File: src/rtl/pixel_word_serializer.sv
// pixel_word_serializer
// Parallel-to-serial readout stage: accepts a WIDTH-bit word via valid/ready
// and shifts it out MSB first, one bit per clock with shift_en high.
// All outputs decode from registered state only (no input-to-output paths).
module pixel_word_serializer #(
  parameter int WIDTH = 8
) (
  input  logic             clk,
  input  logic             rst_n,
  input  logic             load_valid,
  input  logic [WIDTH-1:0] load_data,
  output logic             load_ready,
  input  logic             shift_en,
  output logic             ser_out,
  output logic             ser_valid,
  output logic             first_bit,
  output logic             done
);

  localparam int CW = $clog2(WIDTH);

  typedef enum logic [1:0] {
    IDLE  = 2'd0,
    SHIFT = 2'd1,
    DONE  = 2'd2
  } state_e;

  state_e           state_q, state_d;
  logic [WIDTH-1:0] sreg_q, sreg_d;
  logic [CW-1:0]    cnt_q, cnt_d;
  logic             first_q, first_d;

  // State register with asynchronous reset; a mid-word reset discards the word.
  // NOTE: sequential state uses non-blocking assignments so every register
  // samples the pre-edge value of its neighbours, regardless of statement order.
  always_ff @(posedge clk or negedge rst_n) begin
    if (!rst_n) begin
      state_q <= IDLE;
      sreg_q  <= '0;
      cnt_q   <= '0;
      first_q <= 1'b0;
    end else begin
      state_q <= state_d;
      sreg_q  <= sreg_d;
      cnt_q   <= cnt_d;
      first_q <= first_d;
    end
  end

  // Next-state logic: load in IDLE, shift or exit in SHIFT, one-cycle DONE.
  // NOTE: every signal gets a hold default first so no path leaves it
  // unassigned, which would otherwise infer a latch.
  always_comb begin
    state_d = state_q;
    sreg_d  = sreg_q;
    cnt_d   = cnt_q;
    first_d = first_q;
    unique case (state_q)
      IDLE: begin
        if (load_valid) begin
          sreg_d  = load_data;
          cnt_d   = CW'(WIDTH - 1);
          first_d = 1'b1;
          state_d = SHIFT;
        end
      end
      SHIFT: begin
        // Stalls (shift_en low) hold everything, keeping ser_out stable.
        if (shift_en) begin
          if (cnt_q != '0) begin
            sreg_d  = {sreg_q[WIDTH-2:0], 1'b0};
            cnt_d   = cnt_q - 1'b1;
            first_d = 1'b0;
          end else begin
            // Exit at cnt==0, so the counter never wraps.
            sreg_d  = '0;
            state_d = DONE;
          end
        end
      end
      DONE: begin
        state_d = IDLE;
      end
      default: begin
        state_d = IDLE;
      end
    endcase
  end

  // Output decode from registered state only.
  always_comb begin
    load_ready = (state_q == IDLE);
    ser_valid  = (state_q == SHIFT);
    ser_out    = (state_q == SHIFT) & sreg_q[WIDTH-1];
    first_bit  = (state_q == SHIFT) & first_q;
    done       = (state_q == DONE);
  end

endmodule

File: config.mk
export PLATFORM = sky130hd
export DESIGN_NAME = pixel_word_serializer
export DESIGN_NICKNAME = d
export VERILOG_FILES = /design/src/rtl/pixel_word_serializer.sv
export SDC_FILE = /design/constraint.sdc
export NUM_CORES = 1
export LEC_CHECK = 0
export CORE_MARGIN = 10
export CORE_UTILIZATION = 52
export CTS_CLUSTER_SIZE = 8
export DETAILED_ROUTE_END_ITERATION = 8
export PLACE_DENSITY = 0.81
export SYNTH_ARGS = -nofsm -noshare
export SYNTH_HDL_FRONTEND = slang
export SYNTH_SLANG_ARGS = --single-unit
export TNS_END_PERCENT = 30
File: constraint.sdc
create_clock -name clk -period 3.7 [get_ports clk]
set_input_delay 0.555 -clock clk [delete_from_list [all_inputs] [get_ports clk]]
set_output_delay 0.555 -clock clk [all_outputs]
set_load 0.1 [all_outputs]
==> flow_summary.toml, run 1 <==
[die]
core_area_um2 = 1489
dieArea_um2 = 3517
dieWidth_um = 59.31
row_count = 14
start_util_pct = 53.95
io_pins = 17
die_h_um = 59.31

[synthesis]
yosys_warnings = 0
synth-simple-area-share_pct = 12.31
synthDistinctLibCells = 29
syn-num-nets = 83
synth_compound_area_share_pct = 19.00
syn_inst = 69
synth_area_um2 = 803.3
synth_top_family_by_area = "compound AO/OA/AOI/OAI gates"
ys_ff_latch = 14
avgSynthCellArea_um2 = 11.64
synth_seq_area_share_pct = 43.61
synth_xor_area_share_pct = 0
muxShareOfSynthArea_pct = 14.80
synthAdderAreaFrac_pct = 3.115

[sta]
maxSlewHeadroom_pct = 35.15
max_freq_ghz = 0.3581
min_period_over_period_pct = 75.48
hold_viol = 0
finalClockSkew_ns = 0.002629
timing.hold.ws_ns = 0.5155
rsz0062_at_grt = "no"
setup_viol = 0
setup_tns_ns = 0
worstMarginPinSlew_ns = 0.9697
finalMaxSlewViolations = 0
period_needed_ns = 2.793

[global_routing]
grt_pass1_vias = 607
grtUsageMet1_pct = 11.28
use_met2_pct = 17.53
grt-busiest-layer = "met2"
overflow = 0
grt_use_met3_pct = 3.004
grt_first_pass_wirelength_um = 2835
antenna_found_initial = 0
grt_usage_pct = 10.41
grt_max_degree = 15

[cts]
clk_latency_ns = 0.29
clock_sinks = 14
holdBufCountCts = 0
cts_setup_buffers = 0
cts.path.max_buffers = 2
htree_levels = 1
numCtsBuffers = 3
ctsResizeCount = 0
cts_tree = "built"
root_buffer = "clkbuf_4"
cts.clk_slew.worst_paths_ns = 0.09

[detailed_routing]
totalWireLength_um = 1783
first_pass_iters = 4
drt_iter0_markers = 24
vias = 601
drc_errors = 0
wire_per_inst_um = 17.65
vias_per_cell = 5.950
drtAntennaViolNets = 0

[layout]
area_growth_pct = 21.34
final_nets = 100
fill_cells = 109
multi_input_area_um2 = 395.4
layout_commonest_cell = "dfrtp_1"
drive_above_1_share_pct = 24.71
seqCellArea_um2 = 350.3
layout_common_cells = "dfrtp_1, clkdlybuf4s50_1, a32o_1, mux2_4, inv_1"
antennaDiodeCount = 0

[setup_path]
worstReg2RegEnd = "sreg_q[2]"
r2r-start = "cnt_q[0]"
worstPathRequired_ns = 3.14
worst-r2r-cell-count = 5
cp_slowest_cell = "clkdlybuf4s50_1"
crit_path_max_fanout = 13
crit_arrival_ns = 2.24
crit_family = "buffers and inverters"
end_kind = "output port"
path_class = "flip-flop to output port"
crit_path_max_incr_delay_ns = 1.17
cp-start-kind = "flip-flop"
timing.critical_path.buf_inv = 1
r2r_slack_ns = 2.09
crit_chain = "nor2_1, clkdlybuf4s50_1"

[hold_path]
whs_endpoint = "sreg_q[7]"
min_path_cells = 1
min_from = "sreg_q[7]"
hold_path.class = "flip-flop to flip-flop"

[placed_design]
place_hpwl_um = 1299
io_buffer_count = 16
gp_congestion = 0.8386

[job]
cap_violations = 0

[power_and_ir_drop]
cellPowerDensity_nw_per_um2 = 881.7
peakVddDrop_uv = 568.0
p_leak_nw = 0.4451

[run_status]
status = "completed"
[Yosys cell counts (all sizes together)]
master,number,area (um2)
o22ai,1,6.260
mux2i,1,13.76
nor2b,2,15.02
nand2b,2,12.51
and3,1,6.260
nand2,2,7.510
inv,6,22.52
ha,2,25.02
a221oi,3,26.28
a32o,7,70.07
buf,4,35.03
a31o,1,8.760
a211oi,1,7.510
mux2,7,105.1
dfrtp,14,350.3
nor3,2,10.01
and2,2,13.77
nor4,1,6.260
nand3,1,5.000
a311oi,1,8.760
nor2,4,22.52
o31a,1,10.01
o21ai,3,15.01
[state kept, by name, summed over array words and instances (netlist names)]
register	flops
sreg_q	8
first_q	1
cnt_q	3
state_q	2
[kinds of logic (layout without fill, tap and decap cells)]
family / after synthesis / in the layout
AOI/OAI and AO/OA: 18 / 18
and+or+nand+nor: 17 / 17
DFF: 14 / 14
buffers and inverters: 10 / 26
muxes: 8 / 8
adders and majority gates: 2 / 2
[final cells by class]
class	instances	share of cell area (%)
Timing Repair Buffer	16	15.40
Inverter	6	2.311
Sequential cell	14	35.94
Tap cell	16	2.054
Multi-Input combinational cell	45	40.56
Clock buffer	4	3.723
[how the worst max path moves through the flow]
| stage | startpoint | end | slack (ns) | cells after the start |
|---|---|---|---|---|
| final | state_q[1] | load_ready | 0.91 | 2 |
| after floorplan | state_q[1] | first_bit | 0.48 | 2 |
| after CTS | state_q[1] | load_ready | 0.90 | 2 |
| after detailed placement | state_q[1] | load_ready | 1.28 | 2 |
| after global placement | state_q[1] | load_ready | 1.30 | 2 |
| after global routing | state_q[1] | load_ready | 0.84 | 2 |
[power by group]
part,leakage [nW],switching [W],internal (W),total [W]
registers,0.177,0.0000490,0.000213,0.000262
logic,0.247,0.000285,0.000198,0.000483
clock network,0.0210,0.0000537,0.0000600,0.000114
total,0.445,0.000388,0.000471,0.000859
[per-layer routing]
layer	wire length [um]	share of wire, %
met3	114	6.4
met5	0	0
met4	34	1.9
met2	884	50
met1	750	42
[stage by stage]
step	worst slack (ns)	util, %	cell area (um2)	std cells	power (W)
final	0.9072	65.46	974.7	101	0.0008594
after global routing	0.8392	65.46	974.7	101	0.0009084
after CTS	0.8951	65.46	974.7	101	0.0008653
after detailed placement	1.278	63.03	938.4	97	0.0007472
after global placement	1.298	63.03	938.4	97	0.0007305
after floorplan	0.4752	-	803.3	69	0.0006692
(Power assumes the default switching activity.)
==> run 2, diff against run 1 <==
--- a/config.mk
+++ b/config.mk
@@ -6,10 +6,10 @@
 export NUM_CORES = 1
 export LEC_CHECK = 0
 export CORE_MARGIN = 10
-export CORE_UTILIZATION = 52
+export CORE_UTILIZATION = 44
 export CTS_CLUSTER_SIZE = 8
 export DETAILED_ROUTE_END_ITERATION = 8
-export PLACE_DENSITY = 0.81
+export PLACE_DENSITY = 0.73
 export SYNTH_ARGS = -nofsm -noshare
 export SYNTH_HDL_FRONTEND = slang
 export SYNTH_SLANG_ARGS = --single-unit
==> constraint.sdc (replaced) <==
create_clock -name clk -period 2.4 [get_ports clk]
set_input_delay 0.36 -clock clk [delete_from_list [all_inputs] [get_ports clk]]
set_output_delay 0.36 -clock clk [all_outputs]
set_load 0.1 [all_outputs]
==> run 2 against run 1 <==
  * Global-route usage shrank 1.2 points
  * Critical path depth grew 1
  * Flip-flop and latch count is the same
  * Sequential share of layout area shrank 2.0 points
  * Hold slack lost 0.076 ns
  * Count of clock-buffer cells in the layout is the same
  * Die area grew 12%
  * Clock skew grew 0.0024 ns
  * Largest power group unchanged
  * Via count shrank 1.3%
==> flow_summary.toml, run 2 (synthesized netlist as in run 1, its figures left out) <==
[power_and_ir_drop]
peakVddDrop_uv = 817.8
cellPowerDensity_nw_per_um2 = 1345
power_frac_seq_pct = 27.8
p_int_w = 0.0007842
switching_share_pct = 43.57
switchingPower_w = 0.0006055
pwr-share-clk_pct = 12.9
p_leak_nw = 0.4676
p_comb_share_pct = 59.2

[detailed_routing]
drc_errors = 0
drt_iter0_markers = 10
vias = 593
drtAntennaViolNets = 0
totalWireLength_um = 1688
vias_per_cell = 5.342
first_pass_iters = 4
wire_per_inst_um = 15.21

[die]
io_pins = 17
dieArea_um2 = 3934
core_area_um2 = 1727
die_h_um = 62.73
dieWidth_um = 62.73
start_util_pct = 46.52
row_count = 15

[setup_path]
crit_path_max_incr_delay_ns = 0.56
crit_chain = "nor2b_2, and2_1, buf_12"
worst-r2r-cell-count = 5
cp_slowest_cell = "dfrtp_1"
end_kind = "output port"
r2r-start = "cnt_q[0]"
worstPathRequired_ns = 2.04
crit_path_max_fanout = 13
crit_family = "simple AND/OR/NAND/NOR gates"
path_class = "flip-flop to output port"
timing.critical_path.buf_inv = 1
crit_arrival_ns = 1.76
cp-start-kind = "flip-flop"
r2r_slack_ns = 0.80
worstReg2RegEnd = "sreg_q[2]"

[global_routing]
antenna_found_initial = 0
overflow = 0
grt_first_pass_wirelength_um = 2960
grt_max_degree = 15
grt_usage_pct = 9.223
grt_pass1_vias = 608

[sta]
rsz0062_at_grt = "no"
finalClockSkew_ns = 0.005039
max_freq_ghz = 0.4721
maxSlewHeadroom_pct = 59.18
setup_tns_ns = 0
setup_viol = 0
worstMarginPinSlew_ns = 0.6105
period_needed_ns = 2.118
min_period_over_period_pct = 88.26
finalMaxSlewViolations = 0
hold_viol = 0

[cts]
ctsResizeCount = 0
htree_levels = 1
root_buffer = "clkbuf_4"
cts_tree = "built"
cts_setup_buffers = 0
numCtsBuffers = 3
cts.path.max_buffers = 2
clk_latency_ns = 0.30
cts.clk_slew.worst_paths_ns = 0.09
holdBufCountCts = 0
clock_sinks = 14

[layout]
stdcell_area_um2 = 1033
layout_commonest_cell = "dfrtp_1"
top_register = "sreg_q"
antennaDiodeCount = 0
largest_register_ff_count = 8
area_growth_pct = 28.66
reg_top3 = "sreg_q x8, cnt_q x3, state_q x2"
layout_common_cells = "dfrtp_1, clkdlybuf4s50_1, a32o_1, mux2_4, inv_1"
fin_util_pct = 59.86
drive_above_1_share_pct = 27.91
final_nets = 101

[placed_design]
placed_area_um2 = 997.2
gp_congestion = 0.8408
io_buffer_count = 16
place_hpwl_um = 1268

[job]
cap_violations = 0

[hold_path]
hold_path.class = "input port to asynchronous set/reset pin"

[run_status]
status = "completed"
[run 2: metrics by stage]
stage / hold WS [ns] / power [W] / cells / worst slack, ns
after global placement: 0.4938 / 0.001207 / 107 / 0.6082
after floorplan: 0.06441 / 0.001035 / 69 / 0.1010
after detailed placement: 0.4961 / 0.001220 / 107 / 0.5762
final: 0.4396 / 0.001390 / 111 / 0.2817
after global routing: 0.4903 / 0.001471 / 111 / 0.2225
after CTS: 0.4672 / 0.001397 / 111 / 0.2739
[run 2: routing by layer]
layer / wire length (um) / vias up / part of all wire, % / track usage (%)
met5: 0 / - / 0 / 0
met4: 38 / 0 / 2.3 / 5.028
met3: 118 / 5 / 7.0 / 3.584
met2: 745 / 20 / 44 / 13.33
met1: 785 / 279 / 47 / 11.38
li1: - / 289 / - / -
[run 2: worst max path at each step]
stage | startpoint | to | cells after the start
3_5_place_dp | load_valid | sreg_q[2] | 4
6_report | state_q[1] | ser_out | 3
3_3_place_gp | load_valid | sreg_q[2] | 4
5_1_grt | state_q[1] | ser_out | 3
4_1_cts | state_q[1] | ser_out | 3
2_1_floorplan | state_q[1] | done | 3
[run 2: power by group through the flow]
stage / registers [W] / logic, W / clock network [W]
after floorplan: 0.000371 / 0.000663 / 0
after global placement: 0.000388 / 0.000819 / 0
after detailed placement: 0.000391 / 0.000828 / 0
after CTS: 0.000387 / 0.000831 / 0.000179
after global routing: 0.000402 / 0.000880 / 0.000189
final: 0.000387 / 0.000823 / 0.000180
[run 2: final cells by class]
class	count	area, um2
Clock buffer	4	36.28
Multi-Input combinational cell	45	400.4
Tap cell	25	31.28
Timing Repair Buffer	17	192.7
Inverter	6	22.52
Fill cell	156	693.2
Sequential cell	14	350.3
==> run 3, diff against run 2 <==
--- a/config.mk
+++ b/config.mk
@@ -9,6 +9,7 @@
 export CORE_UTILIZATION = 44
 export CTS_CLUSTER_SIZE = 8
 export DETAILED_ROUTE_END_ITERATION = 8
+export MAX_ROUTING_LAYER = met4
 export PLACE_DENSITY = 0.73
 export SYNTH_ARGS = -nofsm -noshare
 export SYNTH_HDL_FRONTEND = slang
==> run 3 against run 2 <==
  * Clock skew shrank 0.0014 ns
  * Clock power about the same
  * Power is essentially flat
  * Register-to-register slack hardly changed
  * Critical endpoint unchanged
  * Largest power group unchanged
==> flow_summary.toml, run 3 (synthesized netlist as in run 1, its figures left out) <==
[run_status]
status = "completed"

[sta]
finalMaxSlewViolations = 0
period_needed_ns = 2.121
setup_viol = 0
min_period_over_period_pct = 88.39
fin_ws_ns = 0.2786
max_freq_ghz = 0.4714
worstMarginPinSlew_ns = 0.6157
rsz0062_at_grt = "no"
finalClockSkew_ns = 0.003593
hold_viol = 0
setup_tns_ns = 0
maxSlewHeadroom_pct = 58.82

[cts]
root_buffer = "clkbuf_4"
numCtsBuffers = 3
ctsResizeCount = 0
cts_tree = "built"
cts.clk_slew.worst_paths_ns = 0.09
cts_setup_buffers = 0
htree_levels = 1
holdBufCountCts = 0
clk_latency_ns = 0.29
cts.path.max_buffers = 2
clock_sinks = 14

[global_routing]
overflow = 0
use_met2_pct = 13.46
grt_usage_pct = 9.435
grt_first_pass_wirelength_um = 2953
grtUsageMet1_pct = 11.38
antenna_found_initial = 0
grt_max_degree = 15
grt-busiest-layer = "met2"
grt_use_met3_pct = 3.226
grt_pass1_vias = 611

[hold_path]
hold_path.class = "input port to asynchronous set/reset pin"

[setup_path]
r2r_slack_ns = 0.79
cp-start-kind = "flip-flop"
crit_path_max_fanout = 13
path_class = "flip-flop to output port"
worstReg2RegEnd = "sreg_q[2]"
crit_arrival_ns = 1.76
worstPathRequired_ns = 2.04
worst-r2r-cell-count = 5
end_kind = "output port"
r2r-start = "cnt_q[0]"

[power_and_ir_drop]
cellPowerDensity_nw_per_um2 = 1344
p_leak_nw = 0.4676
peakVddDrop_uv = 818.5

[detailed_routing]
drc_errors = 0
drt_iter0_markers = 13
vias_per_cell = 5.369
first_pass_iters = 4
wire_per_inst_um = 15.29
vias = 596
totalWireLength_um = 1697
drtAntennaViolNets = 0

[placed_design]
gp_congestion = 0.8538
io_buffer_count = 16
placed_area_um2 = 997.2
place_hpwl_um = 1268
place_ws_ns = 0.5762

[job]
cap_violations = 0

[layout]
stdcell_area_um2 = 1033
reg_top3 = "sreg_q x8, cnt_q x3, state_q x2"
antennaDiodeCount = 0
final_nets = 101
drive_above_1_share_pct = 27.91
area_growth_pct = 28.66
layout_commonest_cell = "dfrtp_1"
top_register = "sreg_q"
layout_common_cells = "dfrtp_1, clkdlybuf4s50_1, a32o_1, mux2_4, inv_1"
largest_register_ff_count = 8

[die]
dieWidth_um = 62.73
row_count = 15
start_util_pct = 46.52
io_pins = 17
die_h_um = 62.73
core_area_um2 = 1727
dieArea_um2 = 3934
[run 3: metrics by stage]
step	power (W)	cells	utilization [%]	hold slack, ns
final	0.001389	111	59.86	0.4456
after global routing	0.001471	111	59.86	0.4842
after CTS	0.001397	111	59.86	0.4672
after detailed placement	0.001220	107	57.75	0.4961
after global placement	0.001207	107	57.75	0.4938
after floorplan	0.001035	69	-	0.06441
[run 3: worst max-delay path by stage]
stage,slack (ns),from,to,depth (start not counted)
final,0.28,state_q[1],ser_out,3
after global routing,0.22,state_q[1],ser_out,3
after CTS,0.27,state_q[1],ser_out,3
after detailed placement,0.58,load_valid,sreg_q[2],4
after global placement,0.61,load_valid,sreg_q[2],4
after floorplan,0.10,state_q[1],done,3
[run 3: per-layer routing]
metal / routed length (um) / vias up
li1: - / 289
met1: 815 / 287
met2: 768 / 16
met3: 83 / 4
met4: 29 / 0
met5: 0 / -
[run 3: area by class of cell]
class	count	area, um2
clock buffers	4	36.28
fillers	156	693.2
well taps	25	31.28
inverters	6	22.52
repair buffers	17	192.7
flip-flops and latches	14	350.3
multi-input cells	45	400.4
[run 3: worst max-delay path: stages (launching register included)]
cell     delay (ns)
dfrtp_1        0.56
nor2b_2        0.48
and2_1         0.25
buf_12         0.18
[run 3: power breakdown]
| group | internal [W] | switching (W) | total [W] |
|---|---|---|---|
| clock network | 0.0000926 | 0.0000857 | 0.000178 |
| registers | 0.000329 | 0.0000579 | 0.000387 |
| logic | 0.000363 | 0.000461 | 0.000824 |
| total | 0.000784 | 0.000605 | 0.00139 |
==> edit 1 (settings of run 2) <==
The 3 states of `state_e` get a one-hot encoding in 3 bits.
--- a/src/rtl/pixel_word_serializer.sv
+++ b/src/rtl/pixel_word_serializer.sv
@@ -21,6 +21,6 @@
 
-  typedef enum logic [1:0] {
-    IDLE  = 2'd0,
-    SHIFT = 2'd1,
-    DONE  = 2'd2
+  typedef enum logic [2:0] {
+    IDLE  = 3'b001,
+    SHIFT = 3'b010,
+    DONE  = 3'b100
   } state_e;
Function: no difference found for any inputs over 10 cycles, from zero or initial values and one cycle with rst_n low; not proved beyond that.
==> edit 1 against run 2 <==
- die area fell by 1.6%
- clock power shrank 21%
- critical path type unchanged
- setup slack lost 72 ps
- fmax fell by 3.3%
- count of clock-buffer cells in the layout is the same
- synthesized area decreased by 2.3%
- final area decreased by 4.1%
- largest power group unchanged
- first-iteration DRC count grew to 2.6 times the old value
- largest cell class is now flip-flops and latches
- total power is 15% lower
- sequential cell count rose by 1
- routed wire length fell by 10%
- critical endpoint is now first_bit
==> edit 1: results (changes against run 2) <==
metric	value	unit	change
HPWL Detailed	1.11	mm	-12%
hold crit path type	in2async		
largest net degree at the start of global routing	17		+2
total CTS buffers	3		unchanged
Commonest cells post-synth	dfrtp_1 (14), nor2_1 (13), nand3_1 (10)		
status	completed		
worst path arrival time	1830	ps	+70 ps
Final Routed Wirelength	1.52	mm	-10%
clk slew on worst S/H paths	90	ps	about the same
Port Buffers	16		unchanged
number of synthesized flops with an enable pin	0		unchanged
vias in the first global route	575		-5.4%
Iter 0 DRT Violations	26		+16
Syn Inst Count	84		+22%
Final Hold Viols	0		unchanged
drt pass-1 iters	2		-2
VDD IR max	559	uV	-32%
register area share after synthesis	48.0	%	+4.4 points
critical path class	reg2out		
synth top area cells	dfrtp_1 (45%), nand3_1 (6.4%), nor2_1 (6.2%)		
DR vias	613		+3.4%
CTS max path bufs	2		unchanged
Via density	4.90		-8.2%
top flop regs	sreg_q x8, cnt_q x3, state_q x3		
setup bufs post-CTS	0		unchanged
crit-path max FO	16		+3
Net Count, Synth	98		+18%
gr usage total	8.41	%	-0.81 points
Netlist cell types	24		-17%
Max Clock Skew	5.09	ps	+0.0465 ps
fillers	157		+0.64%
share of cells above drive strength 1	14.0	%	-14 points
Slew @ Worst Pin	667	ps	+56.6 ps
first-pass GRT wire length	2.66	mm	-10%
worst r2r src	state_q[1]		
Layout Nets	115		+14%
Synth Warn #	0		unchanged
static leakage	0.425	nW	-9.1%
H-tree levels	1		unchanged
Final Wtd Congestion	0.766		-9.0%
Critical-path top delay cell	or3b_1		
worst-skew pair later-pin latency	280	ps	-20 ps
Placed Area	965	sq um	-3.3%
## edit 1: metrics by stage
step | hold WS, ps | setup slack, ps | TNS, ps | util [%] | power, mW
2_1_floorplan | 64.4 | -584 | -584 | - | 0.916
4_1_cts | 493 | 179 | 0 | 58.0 | 1.20
6_report | 478 | 210 | 0 | 58.0 | 1.18
3_3_place_gp | 471 | 513 | 0 | 56.5 | 1.04
3_5_place_dp | 473 | 492 | 0 | 56.5 | 1.05
5_1_grt | 510 | 73.7 | 0 | 58.0 | 1.27
## edit 1: final timing paths
check	to	slack, ps
max in group asynchronous	cnt_q[0]	1490
worst min-delay path	sreg_q[2]	480
worst min register to register	first_q	490
worst max-delay path	first_bit	210
worst max register to register	cnt_q[0]	770
min in group clk	first_q	490
## edit 1: cell families after synthesis
| group | count (synthesis) | synth area share [%] |
|---|---|---|
| and+or+nand+nor | 41 | 26.2 |
| AOI/OAI and AO/OA | 17 | 14.4 |
| adders and majority gates | 2 | 3.19 |
| buffers and inverters | 9 | 8.29 |
| DFF | 15 | 48.0 |
## edit 1: area by class of cell
cell class                 count  share of cell area [%]
multi-input combinational     60                    35.1
timing repair buffer          16                    18.7
tap                           25                    3.16
inverter                       5                    2.40
clock buffer                   4                    2.65
sequential                    15                    38.0
## edit 1: metal layers
layer  up-vias  global-route usage [%]  routed length (um)
li1        322                       -                   -
met5         -                       0                   0
met3         2                    3.58                  61
met2        12                    12.7                 672
met4         0                    4.29                  12
met1       277                    9.87                 771
## edit 1: critical path, delay by kind of cell, from the launching register on
| kind | cells | cell delay, ps |
|---|---|---|
| simple gates | 2 | 740 |
| buf+inv | 2 | 380 |
| flops | 1 | 430 |
## edit 1: power breakdown
group          internal, mW  switching, mW  leakage [nW]
clock                0.0645         0.0779        0.0150
sequential            0.362         0.0664         0.164
combinational         0.215          0.396         0.246
total                 0.642          0.540         0.425
==> edit 2 (flow settings as in run 2) <==
Made on the original files. Set the parameter `WIDTH` to 4 (it was 8).
--- a/src/rtl/pixel_word_serializer.sv
+++ b/src/rtl/pixel_word_serializer.sv
@@ -5,3 +5,3 @@
 module pixel_word_serializer #(
-  parameter int WIDTH = 8
+  parameter int WIDTH = 4
 ) (
Interface: changed (resized load_data); port bits go from 17 to 13. The function was not compared with the original's and may differ.
==> edit 2 against run 2 <==
- routed wire length fell by 34%
- setup slack improved by 200 ps
- non-clock buffer count fell by 5
- final area fell by 35%
- global-route usage fell by 0.73 points
- sequential cell count fell by 5
- synthesized area fell by 35%
- critical path type unchanged
Power is left out: the tool's default activity adds up to more than one toggle a clock period on the data nets, which glitch-free logic cannot reach.
==> edit 2: results (changes against run 2) <==
metric	value	unit	change
Final Wtd Congestion	0.743		-12%
dpl cells	75		-30%
worst-skew pair later-pin latency	260	ps	-40 ps
met3 usage in global routing	3.52	%	-0.061 points
hold crit path type	in2async		
share of cells above drive strength 1	20.0	%	-7.9 points
synth top area cells	dfrtp_1 (43%), a21oi_1 (7.7%), mux2i_1 (7.7%)		
R2R cell count	3		-2
Max Freq	0.522	GHz	+11%
Net Count, Synth	61		-27%
H-tree levels	1		unchanged
Iter 0 DRT Violations	20		+10
CTS max path bufs	2		unchanged
first-pass GRT wire length	1.81	mm	-39%
worst slack at placement	731	ps	+154 ps
largest net degree at the start of global routing	11		-4
status	completed		
Final Routed Wirelength	1.11	mm	-34%
Port Buffers	12		-4
GR Layer Usage met1	10.7	%	-0.70 points
Via density	5.04		-5.7%
worst r2r src	state_q[0]		
setup bufs post-CTS	0		unchanged
Worst Setup SP	state_q[0]		
HPWL Detailed	864	um	-32%
gr usage total	8.49	%	-0.73 points
vias in the first global route	403		-34%
post-cts sizing count	0		unchanged
Netlist cell types	20		-31%
Max Clock Skew	4.87	ps	-0.166 ps
M2 GR Usage	11.3	%	-2.1 points
Layout Nets	76		-25%
Commonest cells post-synth	dfrtp_1 (9), a21oi_1 (8), inv_1 (4), mux2i_1 (4), nor2_1 (4)		
Synth Warn #	0		unchanged
worst path arrival time	1560	ps	-200 ps
clk slew on worst S/H paths	70	ps	-20 ps
register area share after synthesis	43.2	%	-0.45 points
FF-to-FF setup slack	990	ps	+190 ps
WL/cell	14.1	um	-7.5%
total CTS buffers	3		unchanged
Syn Inst Count	51		-26%
crit-path max FO	10		-3
Slew @ Worst Pin	396	ps	-215 ps
worst reg2reg path endpoint	cnt_q[0]		
top flop regs	sreg_q x4, cnt_q x2, state_q x2		
[edit 2: cell types whose count changed after synthesis, sizes merged, moves of 3 or more]
cell / delta
a21oi: +8
mux2: -5
mux2i: +3
a32o: -7
dfrtp: -5
a221oi: -3
[edit 2: worst min-delay path by stage]
| stage | depth (start not counted) | from | endpoint |
|---|---|---|---|
| finish | 1 | rst_n | cnt_q[1] |
| global route | 1 | rst_n | state_q[1] |
| CTS | 1 | rst_n | cnt_q[1] |
| detailed placement | 2 | sreg_q[0] | sreg_q[0] |
| global placement | 2 | sreg_q[0] | sreg_q[0] |
| floorplan | 0 | rst_n | cnt_q[0] |
[edit 2: layout make-up]
cell class,instances,area [sq um]
Fill cell,101,435
Clock buffer,4,26.3
Tap cell,14,17.5
Sequential cell,9,225
Multi-Input combinational cell,36,259
Timing Repair Buffer,12,133
Inverter,4,15.0
[edit 2: critical path, stage by stage (launching register included)]
cell and delay [ps]:
dfrtp_1 560, nor2b_4 340, and2_1 210, buf_12 180
[edit 2: logic make-up (layout without fill, tap and decap cells)]
| family | Yosys count | after routing | synth area share [%] |
|---|---|---|---|
| buffers and inverters | 6 | 20 | 7.19 |
| adders and majority gates | 2 | 2 | 4.80 |
| and+or+nand+nor | 16 | 16 | 18.2 |
| AOI/OAI and AO/OA | 12 | 12 | 13.2 |
| muxes | 6 | 6 | 13.4 |
| DFF | 9 | 9 | 43.2 |
[edit 2: stage by stage]
step,area (sq um),hold WS [ps]
global placement,649,493
CTS,676,393
detailed placement,649,492
floorplan,522,64.4
finish,676,383
global route,676,395
[edit 2: routing by layer]
metal	wire length, um	vias to the layer above
met2	482	10
met1	510	184
li1	-	202
met3	93	2
met5	0	-
met4	23	0
